--- src/rtl/lobster_pkg.sv ---
// Shared definitions for the lobster fetch path.
//   INST_BYTES         - size of one fetched instruction word in bytes
//   DEFAULT_ADDR_WIDTH - byte address width used by the core
//   RESET_PC           - first fetch address after reset
//   fetch_state_t      - fetch sequencer states
//   fetch_entry_t      - prefetch record {data, pc} at the default address width
package lobster_pkg;

    localparam int unsigned INST_BYTES         = 8;
    localparam int unsigned DEFAULT_ADDR_WIDTH = 36;
    localparam logic [DEFAULT_ADDR_WIDTH-1:0] RESET_PC = 36'hF800;

    typedef enum logic [1:0] {
        IDLE,
        REQ,
        DRAIN
    } fetch_state_t;

    typedef struct packed {
        logic [63:0]                   data;
        logic [DEFAULT_ADDR_WIDTH-1:0] pc;
    } fetch_entry_t;

endpackage

--- src/rtl/lobster_sync_fifo.sv ---
// Small synchronous FIFO used as the prefetch queue.
// Ports:
//   clk, rst   - clock, synchronous active-low reset (clears storage too)
//   flush      - drop all entries (takes priority over push/pop)
//   push       - write push_data; caller guarantees the FIFO is not full
//   pop        - advance the head; caller guarantees the FIFO is not empty
//   head       - oldest entry, read straight from the storage flops
//   valid      - at least one entry present
//   level      - registered entry count
module lobster_sync_fifo #(
    parameter int unsigned WIDTH = 8,
    parameter int unsigned DEPTH = 4
) (
    input  logic                       clk,
    input  logic                       rst,
    input  logic                       flush,
    input  logic                       push,
    input  logic [WIDTH-1:0]           push_data,
    input  logic                       pop,
    output logic [WIDTH-1:0]           head,
    output logic                       valid,
    output logic [$clog2(DEPTH+1)-1:0] level
);

    localparam int unsigned LW = $clog2(DEPTH + 1);
    localparam int unsigned PW = (DEPTH > 1) ? $clog2(DEPTH) : 1;

    logic [WIDTH-1:0] mem [DEPTH];
    logic [PW-1:0]    wr_ptr;
    logic [PW-1:0]    rd_ptr;

    // DEPTH is a power of two, so the pointers wrap by plain overflow.
    always_ff @(posedge clk) begin
        if (!rst) begin
            mem    <= '{default: '0};
            wr_ptr <= '0;
            rd_ptr <= '0;
            level  <= '0;
        end else if (flush) begin
            wr_ptr <= '0;
            rd_ptr <= '0;
            level  <= '0;
        end else begin
            if (push) begin
                mem[wr_ptr] <= push_data;
                wr_ptr      <= wr_ptr + PW'(1);
            end
            if (pop) begin
                rd_ptr <= rd_ptr + PW'(1);
            end
            level <= level + LW'(push) - LW'(pop);
        end
    end

    assign head  = mem[rd_ptr];
    assign valid = (level != '0);

endmodule

--- src/rtl/lobster_fetch_unit.sv ---
// Instruction prefetch stage feeding the lobster_CPU decoder.
// Ports:
//   clk, rst          - clock, synchronous active-low reset
//   ce, addr          - SRAM read request and 8-byte aligned address
//   rdy, data_in      - SRAM accept strobe and read data (valid when ce & rdy)
//   redirect          - flush the queue and restart fetch at redirect_pc
//   redirect_pc       - new fetch PC, low three bits ignored
//   inst_valid/ready  - decoder handshake on the queue head
//   inst_data/inst_pc - head instruction word and its address
//   fifo_level        - occupied queue entries
module lobster_fetch_unit
    import lobster_pkg::*;
#(
    parameter int unsigned            ADDR_WIDTH = DEFAULT_ADDR_WIDTH,
    parameter int unsigned            DEPTH      = 4,
    parameter logic [ADDR_WIDTH-1:0]  RESET_PC   = ADDR_WIDTH'(lobster_pkg::RESET_PC)
) (
    input  logic                       clk,
    input  logic                       rst,
    output logic                       ce,
    output logic [ADDR_WIDTH-1:0]      addr,
    input  logic                       rdy,
    input  logic [63:0]                data_in,
    input  logic                       redirect,
    input  logic [ADDR_WIDTH-1:0]      redirect_pc,
    output logic                       inst_valid,
    input  logic                       inst_ready,
    output logic [63:0]                inst_data,
    output logic [ADDR_WIDTH-1:0]      inst_pc,
    output logic [$clog2(DEPTH+1)-1:0] fifo_level
);

    localparam int unsigned LW = $clog2(DEPTH + 1);

    // Same layout as fetch_entry_t, but sized by this instance's ADDR_WIDTH.
    typedef struct packed {
        logic [63:0]           data;
        logic [ADDR_WIDTH-1:0] pc;
    } entry_t;

    fetch_state_t          state_q, state_d;
    logic [ADDR_WIDTH-1:0] fetch_pc_q, fetch_pc_d;
    logic [ADDR_WIDTH-1:0] addr_q, addr_d;
    logic [ADDR_WIDTH-1:0] redirect_base;
    logic [ADDR_WIDTH-1:0] pc_inc;
    logic                  push, pop, room;
    logic [LW:0]           level_next;
    logic [LW-1:0]         level;
    entry_t                push_entry, head_entry;
    logic                  unused_redirect_lsbs;

    assign redirect_base        = {redirect_pc[ADDR_WIDTH-1:3], 3'b000};
    assign unused_redirect_lsbs = ^redirect_pc[2:0];
    assign pc_inc               = fetch_pc_q + ADDR_WIDTH'(INST_BYTES);

    // Redirect wins over everything: the returned word and the decoder pop are both void.
    assign push = (state_q == REQ) && rdy && !redirect;
    assign pop  = inst_valid && inst_ready && !redirect;

    // Issue only when the word would have a slot after this cycle's push/pop.
    assign level_next = redirect ? '0 : ({1'b0, level} + (LW+1)'(push) - (LW+1)'(pop));
    assign room       = (32'(level_next) + 32'd1) <= DEPTH;

    assign push_entry = '{data: data_in, pc: addr_q};

    always_comb begin
        state_d    = state_q;
        fetch_pc_d = fetch_pc_q;
        addr_d     = addr_q;
        unique case (state_q)
            IDLE: begin
                if (redirect) begin
                    fetch_pc_d = redirect_base;
                    addr_d     = redirect_base;
                    state_d    = REQ;
                end else if (room) begin
                    addr_d  = fetch_pc_q;
                    state_d = REQ;
                end
            end
            REQ: begin
                if (redirect) begin
                    fetch_pc_d = redirect_base;
                    if (rdy) begin
                        addr_d = redirect_base;
                    end else begin
                        // Request is still owed a response; hold it and discard later.
                        state_d = DRAIN;
                    end
                end else if (rdy) begin
                    fetch_pc_d = pc_inc;
                    addr_d     = pc_inc;
                    if (!room) begin
                        state_d = IDLE;
                    end
                end
            end
            DRAIN: begin
                if (redirect) begin
                    fetch_pc_d = redirect_base;
                    if (rdy) begin
                        addr_d  = redirect_base;
                        state_d = REQ;
                    end
                end else if (rdy) begin
                    addr_d  = fetch_pc_q;
                    state_d = REQ;
                end
            end
            default: state_d = IDLE;
        endcase
    end

    always_ff @(posedge clk) begin
        if (!rst) begin
            state_q    <= IDLE;
            fetch_pc_q <= RESET_PC;
            addr_q     <= RESET_PC;
        end else begin
            state_q    <= state_d;
            fetch_pc_q <= fetch_pc_d;
            addr_q     <= addr_d;
        end
    end

    lobster_sync_fifo #(
        .WIDTH ($bits(entry_t)),
        .DEPTH (DEPTH)
    ) u_fifo (
        .clk       (clk),
        .rst       (rst),
        .flush     (redirect),
        .push      (push),
        .push_data (push_entry),
        .pop       (pop),
        .head      (head_entry),
        .valid     (inst_valid),
        .level     (level)
    );

    assign ce         = (state_q != IDLE);
    assign addr       = addr_q;
    assign inst_data  = head_entry.data;
    assign inst_pc    = head_entry.pc;
    assign fifo_level = level;

endmodule

--- config.mk ---
export PLATFORM = sky130hd
export DESIGN_NAME = lobster_fetch_unit
export DESIGN_NICKNAME = d
export VERILOG_FILES = /design/src/rtl/lobster_pkg.sv /design/src/rtl/lobster_sync_fifo.sv /design/src/rtl/lobster_fetch_unit.sv
export SDC_FILE = /design/constraint.sdc
export NUM_CORES = 1
export LEC_CHECK = 0
export ABC_AREA = 1
export BUFFER_PORTS_ARGS = -buffer_cell sky130_fd_sc_hd__buf_2
export CORE_ASPECT_RATIO = 2
export CORE_MARGIN = 2
export CORE_UTILIZATION = 52
export CTS_CLUSTER_DIAMETER = 30
export CTS_CLUSTER_SIZE = 24
export DETAILED_ROUTE_END_ITERATION = 8
export PLACE_DENSITY = 0.71
export SLEW_MARGIN = 10
export SYNTH_ARGS = -nofsm -noshare
export SYNTH_HDL_FRONTEND = slang
export SYNTH_SLANG_ARGS = --single-unit
--- constraint.sdc ---
create_clock -name clk -period 8.4 [get_ports clk]
set_input_delay 1.26 -clock clk [delete_from_list [all_inputs] [get_ports clk]]
set_output_delay 1.26 -clock clk [all_outputs]
set_load 0.02 [all_outputs]
==> flow_summary_export.csv <==
group,metric,value,unit
power_and_ir_drop,power_density,285,mW/mm^2
timing,fmax,195,MHz
yosys,synth_enable_flop_cells,0,
clock_tree,cts_tree,"yes",
setup_path,worst-path-max-fanout,84,
timing,maxSlewViolCount,0,
yosys,yosysWarnings,0,
global_routing,antenna_found_initial,6,
die,die_area,0.0457,sq mm
routing,ant_nets,0,
power_and_ir_drop,power.leakage,9.92,nW
setup_path,path_common_cell,"buf_4",
routing,firstDrtPassIters,6,
worst_hold_path,hold_class,"register to register",
routing,wire_per_inst,20.2,microns
yosys,synth_cell_type_count,38,
clock_tree,post_cts_resized,0,
global_routing,grt_max_degree,225,
timing,finalCritPeriodShare,61.0,%
global_routing,grt_pass1_wl,126000,microns
yosys,synth_fp_nets,3482,
clock_tree,cts_root_buf,"clkbuf_16",
routing,drc_errors,0,
timing,slew_headroom,21.3,%
yosys,syn_inst,3362,
clock_tree,cts_buffers,68,
setup_path,r2r_slack,4060,ps
clock_tree,cts_sinks,478,
routing,vias,24600,
routing,via_per_inst,6.14,
finish,fin_util,60.4,%
timing,hold_viol_final,0,
yosys,ys_top_cells_by_area,"dfxtp_1, nand2_1, a21oi_1",
clock_tree,post-cts-setup-buffers,0,
die,fp.dieW,152,microns
yosys,synth_flop_cell,"dfxtp_1",
finish,final_cell_mix,"nand2_1, a21oi_1, nand3_1",
clock_tree,clk_pin_slew,60,ps
die,rows,108,
yosys,async_reset_ff_share,0,%
outcome,status,"complete, no violations",
place,hpwl,46300,microns
yosys,synth_seq_cells,478,
yosys,yosysTopAreaCellShare,41.9,%
clock_tree,cts_max_level,3,
global_routing,grt.overflow.total,0,
timing,skew,28.6,ps
die,core,0.0434,sq mm
power_and_ir_drop,vdd_drop_max,0.636,mV
finish,syn2layout_area_growth,14.8,%
setup_path,path_cells,"buf_4, buf_4, o21ai_0, o22ai_1, buf_2",
timing,rsz0062_at_grt,"no",
die,initial_core_util,52.6,%
flow_run,drv_cap,0,
finish,nFillCells,4062,
setup_path,criticalPathCategory,"register to primary output",
timing,worstMarginPinSlew,1180,ps
routing,dr.first_iter.drc_count,2217,
routing,wl,81000,microns
setup_path,crit_arrival,3870,ps
timing,layout_min_cycle_time,5130,ps
timing,setup_viol,0,
clock_tree,cts_hold_buf,0,
setup_path,slowest_delay,830,ps
die,io_pins,246,
clock_tree,clockBufferDepth,3,
yosys,synth_area_per_cell,6.79,sq um
place,place.gp.congestion,0.984,
die,die_y,300,microns
yosys,synth_top_cell_by_area,"dfxtp_1",
finish,layout_commonest_cell,"nand2_1",
setup_path,end_kind,"primary output",
global_routing,track_usage,33.8,%
clock_tree,clk_latency,580,ps
global_routing,grt_pass1_vias,23900,
finish,drive_gt1_share,11.9,%
setup_path,required,7140,ps
setup_path,cp-start-kind,"register",
yosys,yosysSeqAreaShare,41.9,%
place,io_buffer_count,242,
yosys,synth.cell_area,0.0228,sq mm
timing,tns,0,ps
finish,final_net_count,3525,
setup_path,critical-path-slowest-cell,"buf_4",
## stage by stage
stage | cell area [sq um] | total power, mW | instances | hold slack [ps] | worst slack, ps
detailed placement | 23800 | 4.53 | 3885 | 448 | 2840
finish | 26200 | 7.48 | 4015 | 458 | 3270
global placement | 23800 | 4.49 | 3885 | 444 | 2890
CTS | 26200 | 7.47 | 4010 | 457 | 3350
floorplan | 22800 | 3.89 | 3362 | 437 | 4430
global route | 26200 | 7.77 | 4015 | 470 | 3140
## registers in the layout, indices dropped and copies added, names as in the netlist
register and cells:
u_fifo.wr_ptr 2, u_fifo.rd_ptr 2, u_fifo.level 3, state_q 2, addr 36, fetch_pc_q 33, u_fifo.mem 400
## final timing paths
| kind | from | endpoint | cells past startpoint |
|---|---|---|---|
| worst max register to register | state_q[1] | u_fifo.mem[198] | 11 |
| worst max-delay path | u_fifo.rd_ptr[0] | inst_pc[18] | 5 |
| worst min register to register | u_fifo.mem[168] | u_fifo.mem[168] | 2 |
| worst min-delay path | u_fifo.mem[168] | u_fifo.mem[168] | 2 |
## synthesized netlist by cell type (all sizes together) (3+ instances only)
library cell,instances
inv,96
o22ai,101
o21bai,5
o21ai,293
o211ai,30
clkbuf,226
nand2,712
dfxtp,478
ha,14
nor3,4
a21oi,514
a221oi,5
nor2,285
a31oi,3
nand4,5
buf,72
nand3,502
xor2,3
## cells by family (layout without fill, tap and decap cells)
group / count (synthesis) / in the layout / share of synthesized area, %
fa+ha+maj: 15 / 15 / 0.855
other cells: 0 / 5 / 0
simple gates: 1511 / 1511 / 27.9
flops: 478 / 478 / 41.9
xor+xnor: 4 / 4 / 0.154
buf+inv: 395 / 493 / 6.95
compound gates: 959 / 959 / 22.2
## power by group
| part | leakage, nW | internal, mW | switching [mW] |
|---|---|---|---|
| Clock | 1.16 | 1.78 | 1.17 |
| Sequential | 3.87 | 2.42 | 0.250 |
| Combinational | 4.89 | 0.534 | 1.32 |
## final cells by class
type | count | area [sq um] | area share, %
Multi-Input combinational cell | 2489 | 11800 | 44.8
Sequential cell | 478 | 9580 | 36.6
Clock buffer | 80 | 1840 | 7.02
Timing Repair Buffer | 271 | 1440 | 5.50
Tap cell | 550 | 688 | 2.63
Clock inverter | 45 | 514 | 1.96
Inverter | 97 | 377 | 1.44
Antenna cell | 5 | 12.5 | 0.0478
## layer usage
layer / global-route usage (%) / vias up / share of wire (%)
met5: 0 / - / 0.016
met4: 22.8 / 2 / 6.2
met3: 5.25 / 293 / 7.9
met2: 60.0 / 1248 / 50
met1: 37.1 / 11500 / 36
li1: - / 11600 / -
## critical path: cells and delay by family, from the launching register on
family | cells | cell delay, ps
flops | 1 | 750
buf+inv | 3 | 1830
compound gates | 2 | 610
No activity file was read; power rests on OpenSTA's default activity.
